## config.mk

```make
export PLATFORM = sky130hd
export DESIGN_NAME = kogge_stone_32bit
export DESIGN_NICKNAME = d
export VERILOG_FILES = /design/src/rtl/kogge_stone_32bit_pkg.sv /design/src/rtl/kogge_stone_32bit_prefix_cell.sv /design/src/rtl/kogge_stone_32bit.sv
export SDC_FILE = /design/constraint.sdc
export NUM_CORES = 1
export LEC_CHECK = 0
export CORE_ASPECT_RATIO = 2
export CORE_MARGIN = 4
export CORE_UTILIZATION = 44
export CTS_CLUSTER_DIAMETER = 200
export DETAILED_ROUTE_END_ITERATION = 10
export PLACE_DENSITY_LB_ADDON = 0.3
export REMOVE_ABC_BUFFERS = 1
export SKIP_LAST_GASP = 1
export SYNTH_ARGS = -nofsm -noshare
export SYNTH_HDL_FRONTEND = slang
export SYNTH_SLANG_ARGS = --single-unit
```

## constraint.sdc

```tcl
create_clock -name clk -period 3.8 [get_ports clk]
set_input_delay 0.76 -clock clk [delete_from_list [all_inputs] [get_ports clk]]
set_output_delay 0.76 -clock clk [all_outputs]
set_load 0.03 [all_outputs]
```

## src/rtl/kogge_stone_32bit_pkg.sv

```systemverilog
// Shared ALU constants and the generate/propagate pair carried through the prefix tree.
// Latency: none (types and constants only).
// Backpressure: not applicable.
package kogge_stone_32bit_pkg;

    // Operand width of the fast add path.
    localparam int KS_WIDTH  = 32;

    // Prefix levels needed to span KS_WIDTH bits: log2(32).
    localparam int KS_LEVELS = 5;

    // Group generate / group propagate pair flowing between prefix cells.
    typedef struct packed {
        logic g;
        logic p;
    } ks_gp_t;

endpackage : kogge_stone_32bit_pkg

```

## src/rtl/kogge_stone_32bit_prefix_cell.sv

```systemverilog
// Black prefix cell: merges a high group (hi_i) with the adjacent lower group (lo_i).
// Latency: purely combinational.
// Backpressure: none; output follows inputs.
module ks_prefix_cell
    import kogge_stone_32bit_pkg::*;
(
    input  ks_gp_t hi_i,
    input  ks_gp_t lo_i,
    output ks_gp_t gp_o
);

    // The high group generates, or it propagates a carry generated by the low group.
    assign gp_o.g = hi_i.g | (hi_i.p & lo_i.g);

    // The merged group propagates only if both halves propagate.
    assign gp_o.p = hi_i.p & lo_i.p;

endmodule : ks_prefix_cell

```

## src/rtl/kogge_stone_32bit.sv

```systemverilog
// Registered 32-bit Kogge-Stone adder: {Cout, S} = A + B + Cin.
// Latency: 1 cycle; one new operand set accepted every cycle.
// Backpressure: none; no handshake, outputs overwritten each cycle.
module kogge_stone_32bit
    import kogge_stone_32bit_pkg::*;
(
    input  logic                clk,
    input  logic                rst_n,
    input  logic [KS_WIDTH-1:0] A,
    input  logic [KS_WIDTH-1:0] B,
    input  logic                Cin,
    output logic [KS_WIDTH-1:0] S,
    output logic                Cout
);

    // Group G/P after each prefix level; gp_l0 is the raw per-bit PG stage.
    ks_gp_t [KS_WIDTH-1:0] gp_l0;
    ks_gp_t [KS_WIDTH-1:0] gp_l1;
    ks_gp_t [KS_WIDTH-1:0] gp_l2;
    ks_gp_t [KS_WIDTH-1:0] gp_l3;
    ks_gp_t [KS_WIDTH-1:0] gp_l4;
    ks_gp_t [KS_WIDTH-1:0] gp_l5;

    // c[i] is the carry into bit i; c[KS_WIDTH] is the carry out.
    logic [KS_WIDTH:0]     carry;

    // Final-level propagates are not needed by the sum; collected only to sink them.
    logic [KS_WIDTH-1:0]   p_final;
    logic                  unused_p_final;

    logic [KS_WIDTH-1:0]   s_d;
    logic [KS_WIDTH-1:0]   s_q;
    logic                  cout_d;
    logic                  cout_q;

    // ------------------------------------------------------------------
    // PG generation. Cin is treated as a generate at position -1 and folded
    // straight into bit 0, so every group generate below already includes it.
    // ------------------------------------------------------------------
    for (genvar i = 0; i < KS_WIDTH; i++) begin : g_pg
        assign gp_l0[i].p = A[i] ^ B[i];
        if (i == 0) begin : g_bit0
            assign gp_l0[i].g = (A[i] & B[i]) | ((A[i] ^ B[i]) & Cin);
        end else begin : g_bitn
            assign gp_l0[i].g = A[i] & B[i];
        end
    end

    // ------------------------------------------------------------------
    // Prefix tree: level k combines each bit with the group 2^k positions
    // below it. Bits below the span have already resolved and pass through.
    // Each level gets its own signal so there is no feedback through one array.
    // ------------------------------------------------------------------
    for (genvar k = 0; k < KS_LEVELS; k++) begin : g_level
        ks_gp_t [KS_WIDTH-1:0] lvl_in;
        ks_gp_t [KS_WIDTH-1:0] lvl_out;

        case (k)
            0: begin : g_w0
                assign lvl_in = gp_l0;
                assign gp_l1  = lvl_out;
            end
            1: begin : g_w1
                assign lvl_in = gp_l1;
                assign gp_l2  = lvl_out;
            end
            2: begin : g_w2
                assign lvl_in = gp_l2;
                assign gp_l3  = lvl_out;
            end
            3: begin : g_w3
                assign lvl_in = gp_l3;
                assign gp_l4  = lvl_out;
            end
            default: begin : g_w4
                assign lvl_in = gp_l4;
                assign gp_l5  = lvl_out;
            end
        endcase

        for (genvar i = 0; i < KS_WIDTH; i++) begin : g_bit
            if (i >= (1 << k)) begin : g_cell
                ks_prefix_cell u_cell (
                    .hi_i (lvl_in[i]),
                    .lo_i (lvl_in[i - (1 << k)]),
                    .gp_o (lvl_out[i])
                );
            end else begin : g_pass
                assign lvl_out[i] = lvl_in[i];
            end
        end
    end

    // ------------------------------------------------------------------
    // Post-processing: carry into bit i+1 is the group generate G[i:0]
    // (Cin included); each sum bit is its raw propagate XOR its carry-in.
    // ------------------------------------------------------------------
    assign carry[0] = Cin;

    for (genvar i = 0; i < KS_WIDTH; i++) begin : g_sum
        assign carry[i+1] = gp_l5[i].g;
        assign s_d[i]     = gp_l0[i].p ^ carry[i];
        assign p_final[i] = gp_l5[i].p;
    end

    assign cout_d         = carry[KS_WIDTH];
    assign unused_p_final = ^p_final;

    // Output register: synchronous clear drops any in-flight result.
    always_ff @(posedge clk) begin
        if (!rst_n) begin
            s_q    <= '0;
            cout_q <= 1'b0;
        end else begin
            s_q    <= s_d;
            cout_q <= cout_d;
        end
    end

    assign S    = s_q;
    assign Cout = cout_q;

endmodule : kogge_stone_32bit

```

==> results.py, run 1 <==
metrics = {
    "synth": {
        "synth.yosys.seq_area_share_pct": 26.5,
        "synth-warning-count": 0,
        "avgSynthCellArea_um2": 8.45,
        "syn_inst": 295,
        "netlist.area_leader.share_pct": 26.5,
        "synthFlopType": "dfxtp_1",
        "synth_edf_count": 0,
        "synth_area_leaders": "dfxtp_1 27%, ha_1 16%, a21oi_1 6.4%, xnor2_1 4.9%, nor2_1 4.5%",
        "ys_types": 47,
        "synthArstFlopShare_pct": 0,
        "syn_area_um2": 2490,
        "synth.most_common_cell": "dfxtp_1",
        "yosysTopAreaCell": "dfxtp_1",
        "synth-seq-cells": 33,
        "synth_common_cells": "33 x dfxtp_1, 32 x a21oi_1, 31 x ha_1, 30 x nor2_1, 21 x nand2_1",
    },
    "timing": {
        "period_needed_ns": 3.34,
        "setup_viol": 0,
        "hold_violations": 0,
        "relSlewSlack_pct": 60.3,
        "fmax_mhz": 300,
        "slew_viol_final": 0,
        "period_share_pct": 87.8,
        "worstMarginPinSlew_ns": 0.590,
        "setup_tns_ns": 0,
        "rsz0062_at_grt": "false",
    },
    "setup_path": {
        "arrival_ns": 3.56,
        "critPathCaptureType": "flop",
        "critical_path_class": "input pin to flop",
        "cp_max_fo": 4,
        "critPathLaunchType": "input pin",
        "cp_data_required_time_ns": 4.02,
    },
    "global_route": {
        "grt_use_total_pct": 21.8,
        "overflow": 0,
        "grt_max_degree": 18,
        "met2_usage_pct": 41.7,
        "gr-usage-met1_pct": 20.3,
        "use_met3_pct": 2.48,
        "antenna_found_initial": 0,
        "globalRoute.busiestLayer": "met2",
        "grt_pass1_wl_um": 11700,
        "grt_pass1_vias": 2682,
    },
    "cells_and_area": {
        "fin_util_pct": 66.1,
        "fin_cells": 455,
        "area_delta_synth_final_pct": 45.1,
        "num-fill-cells": 473,
        "drive_above_1_share_pct": 5.06,
        "final_nets": 494,
        "design_area_um2": 3620,
        "antenna_cells": 0,
    },
    "floorplanning": {
        "die_w_um": 61.2,
        "rows": 38,
        "core-area_um2": 5470,
        "num_io_pins": 100,
        "dieArea_um2": 7010,
        "dieHeight_um": 114,
        "initial_utilization_pct": 45.6,
    },
    "cts": {
        "postCtsSetupBuffers": 0,
        "cts_tree": "built",
        "ctsResizeCount": 0,
        "clockBufferDepth": 2,
        "cts_made_buffers": 5,
        "htree_num_levels": 2,
        "hold_buffers": 0,
        "clkSlewWorstSetupHoldPaths_ns": 0.07,
        "cts.sinks": 33,
        "root_buffer": "clkbuf_8",
    },
    "place": {
        "postPlaceCellArea_um2": 3530,
        "hpwl_um": 6270,
        "place.gp.congestion": 0.953,
        "dp.cells": 447,
        "io_buffers": 99,
    },
    "worst_hold_path": {
        "hp-class": "input pin to flop",
    },
    "routing": {
        "routed_wl_um": 7500,
        "drtIter0Drc": 89,
        "drc": 0,
        "first_pass_iters": 5,
        "viasPerCell": 5.82,
        "avgRoutedWirePerCell_um": 16.5,
        "ant_nets": 0,
        "vias": 2650,
    },
    "run_status": {
        "status": "complete, no violations",
    },
    "pwr": {
        "powerDensity_nw_per_um2": 353,
        "total_power_mw": 1.28,
        "ir_worst_vdd_v": 0.000281,
        "p_leak_nw": 1.46,
    },
    "run": {
        "max_cap_violations": 0,
    },
}
[layout make-up]
| class | instances | area (µm²) | area share, % |
|---|---|---|---|
| clock inverters | 2 | 10.0 | 0.277 |
| well taps | 60 | 75.1 | 2.08 |
| repair buffers | 100 | 998 | 27.6 |
| flip-flops and latches | 33 | 661 | 18.3 |
| inverters | 7 | 26.3 | 0.727 |
| multi-input cells | 247 | 1770 | 49.0 |
| clock buffers | 6 | 72.6 | 2.01 |
[stage by stage]
step | setup WS [ns] | hold slack [ns]
final | 0.462 | 1.24
after global routing | 0.332 | 1.28
after CTS | 0.471 | 1.24
after detailed placement | 0.194 | 1.53
after global placement | 0.230 | 1.52
after floorplan | 0.803 | 0.877
[cells in the final DEF, fill, tap and decap left out, drive strengths merged, types with 2 or more instances in the layout]
master / n
clkdlybuf4s50: 99
a31oi: 6
a21o: 8
o211ai: 6
o21bai: 2
nor4: 2
nand2: 21
o21ai: 20
a21oi: 33
o32ai: 2
a211oi: 5
o21a: 5
nand3: 3
nor3: 3
clkinv: 3
nand4: 8
xor2: 10
dfxtp: 33
o221a: 3
and2: 6
mux2i: 2
ha: 31
nand2b: 3
inv: 6
xnor2: 14
clkbuf: 6
and3: 5
a21boi: 4
o31ai: 2
nor2: 30
fa: 2
[registers in the layout, indices dropped and copies added, names as in the netlist]
signal	count
S	32
Cout	1
[cell families (layout without fill, tap and decap cells)]
group,after synthesis,after routing,synth area share (%)
AO/OA/AOI/OAI,105,105,29.3
AND/OR/NAND/NOR,83,83,15.5
adder cells (fa/ha/maj),33,33,17.2
flip-flops,33,33,26.5
XOR/XNOR,24,24,8.43
buffers and inverters,15,115,2.36
multiplexers,2,2,0.803
[report_power, final]
group          total, mW  internal, mW  switching, mW  leakage [nW]
Clock              0.260         0.127          0.133        0.0450
Sequential         0.409         0.394         0.0156         0.275
Combinational      0.606         0.277          0.329          1.14
[path summary, 6_finish.rpt]
kind	from	endpoint	slack, ns	cells past startpoint
setup / recovery	A[0]	S[28]$_SDFF_PN0_	0.46	10
hold / removal	Cin	S[0]$_SDFF_PN0_	1.24	3
[worst max-delay path, cell delays in order]
cell and delay [ns]:
clkdlybuf4s50_1 0.43, fa_1 0.48, fa_1 0.44, a211oi_1 0.23, o21a_2 0.23, a21oi_4 0.09, a21boi_2 0.28, o41ai_4 0.14
a31oi_2 0.27, mux2i_1 0.21
[layer usage]
| layer | up-vias | wire length [µm] |
|---|---|---|
| li1 | 1294 | - |
| met1 | 1211 | 2420 |
| met2 | 115 | 4260 |
| met3 | 30 | 397 |
| met4 | 0 | 422 |
| met5 | - | 0 |
(Power assumes the default switching activity.)
==> inputs of run 2 (changes only) <==
--- a/config.mk
+++ b/config.mk
@@ -7,9 +7,11 @@
 export LEC_CHECK = 0
 export CORE_ASPECT_RATIO = 2
 export CORE_MARGIN = 4
-export CORE_UTILIZATION = 44
+export CORE_UTILIZATION = 57
+export CTS_BUF_LIST = sky130_fd_sc_hd__clkbuf_4 sky130_fd_sc_hd__clkbuf_8
 export CTS_CLUSTER_DIAMETER = 200
 export DETAILED_ROUTE_END_ITERATION = 10
+export DONT_BUFFER_PORTS = 1
 export PLACE_DENSITY_LB_ADDON = 0.3
 export REMOVE_ABC_BUFFERS = 1
 export SKIP_LAST_GASP = 1
==> run 2 against run 1 <==
Compared with the run above:
- clock power is 3% higher
- sequential power up 25%
- core utilization is 3.5 points lower
- hold slack got worse by 0.66 ns
==> results.py, run 2 (synthesis results as in run 1) <==
metrics = {
    "global_route": {
        "grt_pass1_wl_um": 10300,
        "overflow": 0,
        "grt_pass1_vias": 2361,
        "grt_use_total_pct": 25.6,
        "grt_max_degree": 27,
        "antenna_found_initial": 0,
    },
    "routing": {
        "drtIter0Drc": 71,
        "ant_nets": 0,
        "routed_wl_um": 6500,
        "vias": 2270,
        "viasPerCell": 6.54,
        "avgRoutedWirePerCell_um": 18.7,
        "drc": 0,
        "first_pass_iters": 4,
    },
    "run_status": {
        "status": "complete, no violations",
    },
    "timing": {
        "worstMarginPinSlew_ns": 0.720,
        "slew_viol_final": 0,
        "period_needed_ns": 2.92,
        "relSlewSlack_pct": 51.7,
        "fmax_mhz": 342,
        "period_share_pct": 76.9,
        "setup_viol": 0,
        "rsz0062_at_grt": "false",
        "hold_violations": 0,
        "setup_tns_ns": 0,
    },
    "place": {
        "hpwl_um": 5400,
        "place.gp.congestion": 0.913,
        "dp.cells": 339,
        "io_buffers": 0,
    },
    "cts": {
        "htree_num_levels": 2,
        "cts_made_buffers": 5,
        "postCtsSetupBuffers": 0,
        "clkSlewWorstSetupHoldPaths_ns": 0.07,
        "ctsResizeCount": 0,
        "clockBufferDepth": 2,
        "hold_buffers": 0,
        "cts.sinks": 33,
        "root_buffer": "clkbuf_8",
        "cts_tree": "built",
    },
    "cells_and_area": {
        "final_nets": 394,
        "antenna_cells": 0,
        "mostFrequentLayoutCells": "33 x dfxtp_1, 32 x a21oi_1, 31 x ha_1, 30 x nor2_1, 21 x nand2_1",
        "final_common_cell": "dfxtp_1",
        "largest_register_ffs": 32,
        "area_delta_synth_final_pct": 4.77,
        "fin_cells": 347,
        "drive_above_1_share_pct": 6.78,
        "fin_util_pct": 62.6,
    },
    "pwr": {
        "power.share.clock_pct": 23.8,
        "p_comb_share_pct": 30.6,
        "ir_worst_vdd_v": 0.000252,
        "powerDensity_nw_per_um2": 428,
        "p_leak_nw": 1.08,
        "power_frac_seq_pct": 45.6,
        "netSwitchingFraction_pct": 40.1,
        "p_sw_uw": 448,
        "p_int_uw": 671,
    },
    "setup_path": {
        "cp_data_required_time_ns": 4.02,
        "critPathLaunchType": "input pin",
        "critPathCaptureType": "flop",
        "critical_path_class": "input pin to flop",
        "arrival_ns": 3.15,
        "cp_max_fo": 4,
    },
    "floorplanning": {
        "dieArea_um2": 5560,
        "rows": 33,
        "core-area_um2": 4170,
        "dieHeight_um": 102,
        "die_w_um": 54.8,
        "initial_utilization_pct": 59.8,
        "num_io_pins": 100,
    },
    "run": {
        "max_cap_violations": 0,
    },
    "worst_hold_path": {
        "hp-class": "input pin to flop",
    },
}
## run 2: changes by cell type in the layout (fill, tap and decap cells not counted)
cell / change
clkdlybuf4s50_1: -99
buf_4: -1
clkbuf_1: -1
clkbuf_4: +1
## run 2: final cells by class
type / instances / area [µm²]
multi-input combinational: 247 / 1770
fill: 364 / 1560
clock inverter: 2 / 10.0
tap: 52 / 65.1
sequential: 33 / 661
inverter: 7 / 26.3
clock buffer: 6 / 76.3
## run 2: path summary, 6_finish.rpt
check	from	endpoint	slack, ns	cells past startpoint
setup / recovery	A[0]	S[28]$_SDFF_PN0_	0.88	9
hold / removal	rst_n	S[29]$_SDFF_PN0_	0.58	1
## run 2: worst max-delay path, stage by stage
cell	delay, ns
fa_1	0.46
fa_1	0.45
a211oi_1	0.23
o21a_2	0.22
a21oi_4	0.09
a21boi_2	0.30
o41ai_4	0.14
a31oi_2	0.26
mux2i_1	0.22
## run 2: per-layer routing
metal  part of all wire (%)  track usage, %  up-vias
met5                      0               0        -
met4                    4.8            14.6        0
met3                    6.6            3.98       27
met2                     56            48.3      112
met1                     33            23.9     1039
li1                       -               -     1092
## run 2: power by group through the flow
| stage | combinational (mW) | clock (mW) | sequential [mW] |
|---|---|---|---|
| after floorplan | 0.270 | 0 | 0.511 |
| after global placement | 0.331 | 0 | 0.521 |
| after detailed placement | 0.336 | 0 | 0.521 |
| after CTS | 0.338 | 0.266 | 0.513 |
| after global routing | 0.380 | 0.281 | 0.515 |
| final | 0.342 | 0.267 | 0.510 |
## run 2: through the flow
| step | hold WS [ns] | power, mW | area [µm²] | worst slack (ns) |
|---|---|---|---|---|
| 2_1_floorplan | 0.877 | 0.781 | 2460 | 0.803 |
| 3_3_place_gp | 0.883 | 0.852 | 2520 | 0.685 |
| 3_5_place_dp | 0.883 | 0.857 | 2520 | 0.591 |
| 4_1_cts | 0.582 | 1.12 | 2610 | 0.891 |
| 5_1_grt | 0.584 | 1.18 | 2610 | 0.713 |
| 6_report | 0.579 | 1.12 | 2610 | 0.877 |
==> inputs of run 3 (changes only) <==
==> constraint.sdc (replaced) <==
create_clock -name clk -period 2.9 [get_ports clk]
set_input_delay 0.58 -clock clk [delete_from_list [all_inputs] [get_ports clk]]
set_output_delay 0.58 -clock clk [all_outputs]
set_load 0.03 [all_outputs]
==> run 3 against run 2 <==
Compared with the run above:
- non-clock buffer count increased by 3
- die area unchanged
- via count is 0.40% higher
- routed wire length shrank 0.78%
- cell count grew 0.86%
- combinational power up 32%
- highest routed layer unchanged
==> results.py, run 3 (synthesis results as in run 1) <==
metrics = {
    "worst_hold_path": {
        "hold_start": "rst_n",
        "min_to": "S[29]$_SDFF_PN0_",
        "hp-class": "input pin to flop",
        "min_path_cells": 1,
    },
    "floorplanning": {
        "initial_utilization_pct": 59.8,
        "die_w_um": 54.8,
        "dieArea_um2": 5560,
        "core-area_um2": 4170,
        "dieHeight_um": 102,
        "num_io_pins": 100,
        "rows": 33,
    },
    "cts": {
        "htree_num_levels": 2,
        "hold_buffers": 0,
        "cts.sinks": 33,
        "cts_tree": "built",
        "clockBufferDepth": 2,
        "postCtsSetupBuffers": 0,
        "root_buffer": "clkbuf_8",
        "ctsResizeCount": 0,
        "clkSlewWorstSetupHoldPaths_ns": 0.07,
        "cts_made_buffers": 5,
    },
    "routing": {
        "vias": 2279,
        "ant_nets": 0,
        "drtIter0Drc": 92,
        "viasPerCell": 6.51,
        "routed_wl_um": 6450,
        "drc": 0,
        "first_pass_iters": 4,
        "avgRoutedWirePerCell_um": 18.4,
    },
    "setup_path": {
        "crit_buf_inv": 0,
        "crit_slowest_cell": "fa_1",
        "max_stage_delay_ns": 0.46,
        "critPathCaptureType": "flop",
        "cp_common_cell": "fa_1",
        "arrival_ns": 2.82,
        "critPathLaunchType": "input pin",
        "cp_max_fo": 4,
        "critical_path_class": "input pin to flop",
        "cp_cell_sequence": "fa_1, fa_1, a211oi_1, o21a_2, a21oi_4, a21boi_2, o41ai_4, a31oi_2, mux2i_1",
        "cp_data_required_time_ns": 3.12,
        "path_delay_family": "compound AO/OA/AOI/OAI gates",
    },
    "cells_and_area": {
        "fin_util_pct": 63.2,
        "final_common_cell": "dfxtp_1",
        "largest_register_ffs": 32,
        "area_delta_synth_final_pct": 5.67,
        "drive_above_1_share_pct": 7.72,
        "antenna_cells": 0,
        "final_nets": 397,
        "num-fill-cells": 375,
        "mostFrequentLayoutCells": "33 x dfxtp_1, 32 x a21oi_1, 31 x ha_1, 30 x nor2_1, 21 x nand2_1",
    },
    "timing": {
        "setup_viol": 0,
        "slew_viol_final": 0,
        "fmax_mhz": 385,
        "relSlewSlack_pct": 52.1,
        "setup_tns_ns": 0,
        "hold_violations": 0,
        "period_share_pct": 89.5,
        "period_needed_ns": 2.59,
        "worstMarginPinSlew_ns": 0.714,
        "rsz0062_at_grt": "false",
        "worst_slack_ns": 0.306,
    },
    "place": {
        "hpwl_um": 5380,
        "dp_worst_setup_slack_ns": 0.0436,
        "io_buffers": 0,
        "place.gp.congestion": 0.934,
    },
    "global_route": {
        "grt_use_total_pct": 24.4,
        "grt_max_degree": 27,
        "overflow": 0,
        "antenna_found_initial": 0,
        "grt_pass1_wl_um": 9980,
        "grt_pass1_vias": 2343,
    },
    "pwr": {
        "p_leak_nw": 1.10,
        "ir_worst_vdd_v": 0.000336,
        "powerDensity_nw_per_um2": 556,
    },
    "run": {
        "max_cap_violations": 0,
    },
    "run_status": {
        "status": "complete, no violations",
    },
}
==> run 3: cell types whose count changed in the layout (fill, tap and decap cells not counted) <==
cell / delta
buf_4: +3
==> run 3: layer usage <==
layer  global-route usage (%)  share of wire (%)  vias to the layer above
met1                     23.1                 34                     1047
met2                     45.0                 55                      110
met4                     15.7                5.2                        0
met3                     3.68                6.1                       27
met5                        0                  0                        -
li1                         -                  -                     1095
==> run 3: worst max path at each step <==
stage                     slack, ns                to  cells after the start  start
final                          0.31  S[28]$_SDFF_PN0_                      9   A[0]
after CTS                      0.32  S[28]$_SDFF_PN0_                      9   A[0]
after detailed placement       0.04  S[28]$_SDFF_PN0_                      9   A[0]
after floorplan                0.08  S[28]$_SDFF_PN0_                      9   A[0]
after global placement         0.09  S[28]$_SDFF_PN0_                      9   A[0]
after global routing           0.17  S[28]$_SDFF_PN0_                      9   A[0]
==> run 3: power breakdown <==
| part | leakage [nW] | internal (mW) | switching (mW) |
|---|---|---|---|
| Combinational | 0.775 | 0.191 | 0.262 |
| Sequential | 0.275 | 0.517 | 0.151 |
| Clock | 0.0484 | 0.176 | 0.168 |
==> run 3: stage by stage <==
| step | area (µm²) | hold WS, ns | total power, mW | cells |
|---|---|---|---|---|
| 5_1_grt | 2630 | 0.411 | 1.55 | 350 |
| 6_report | 2630 | 0.408 | 1.46 | 350 |
| 4_1_cts | 2630 | 0.413 | 1.47 | 350 |
| 3_5_place_dp | 2550 | 0.704 | 1.13 | 342 |
| 3_3_place_gp | 2550 | 0.704 | 1.12 | 342 |
| 2_1_floorplan | 2460 | 0.697 | 1.02 | 287 |
==> run 3: layout make-up <==
type	count	area [µm²]	share of cell area, %
Sequential cell	33	661	25.1
Clock inverter	2	10.0	0.380
Tap cell	52	65.1	2.47
Timing Repair Buffer	3	22.5	0.855
Multi-Input combinational cell	247	1770	67.3
Inverter	7	26.3	0.998
Clock buffer	6	76.3	2.90
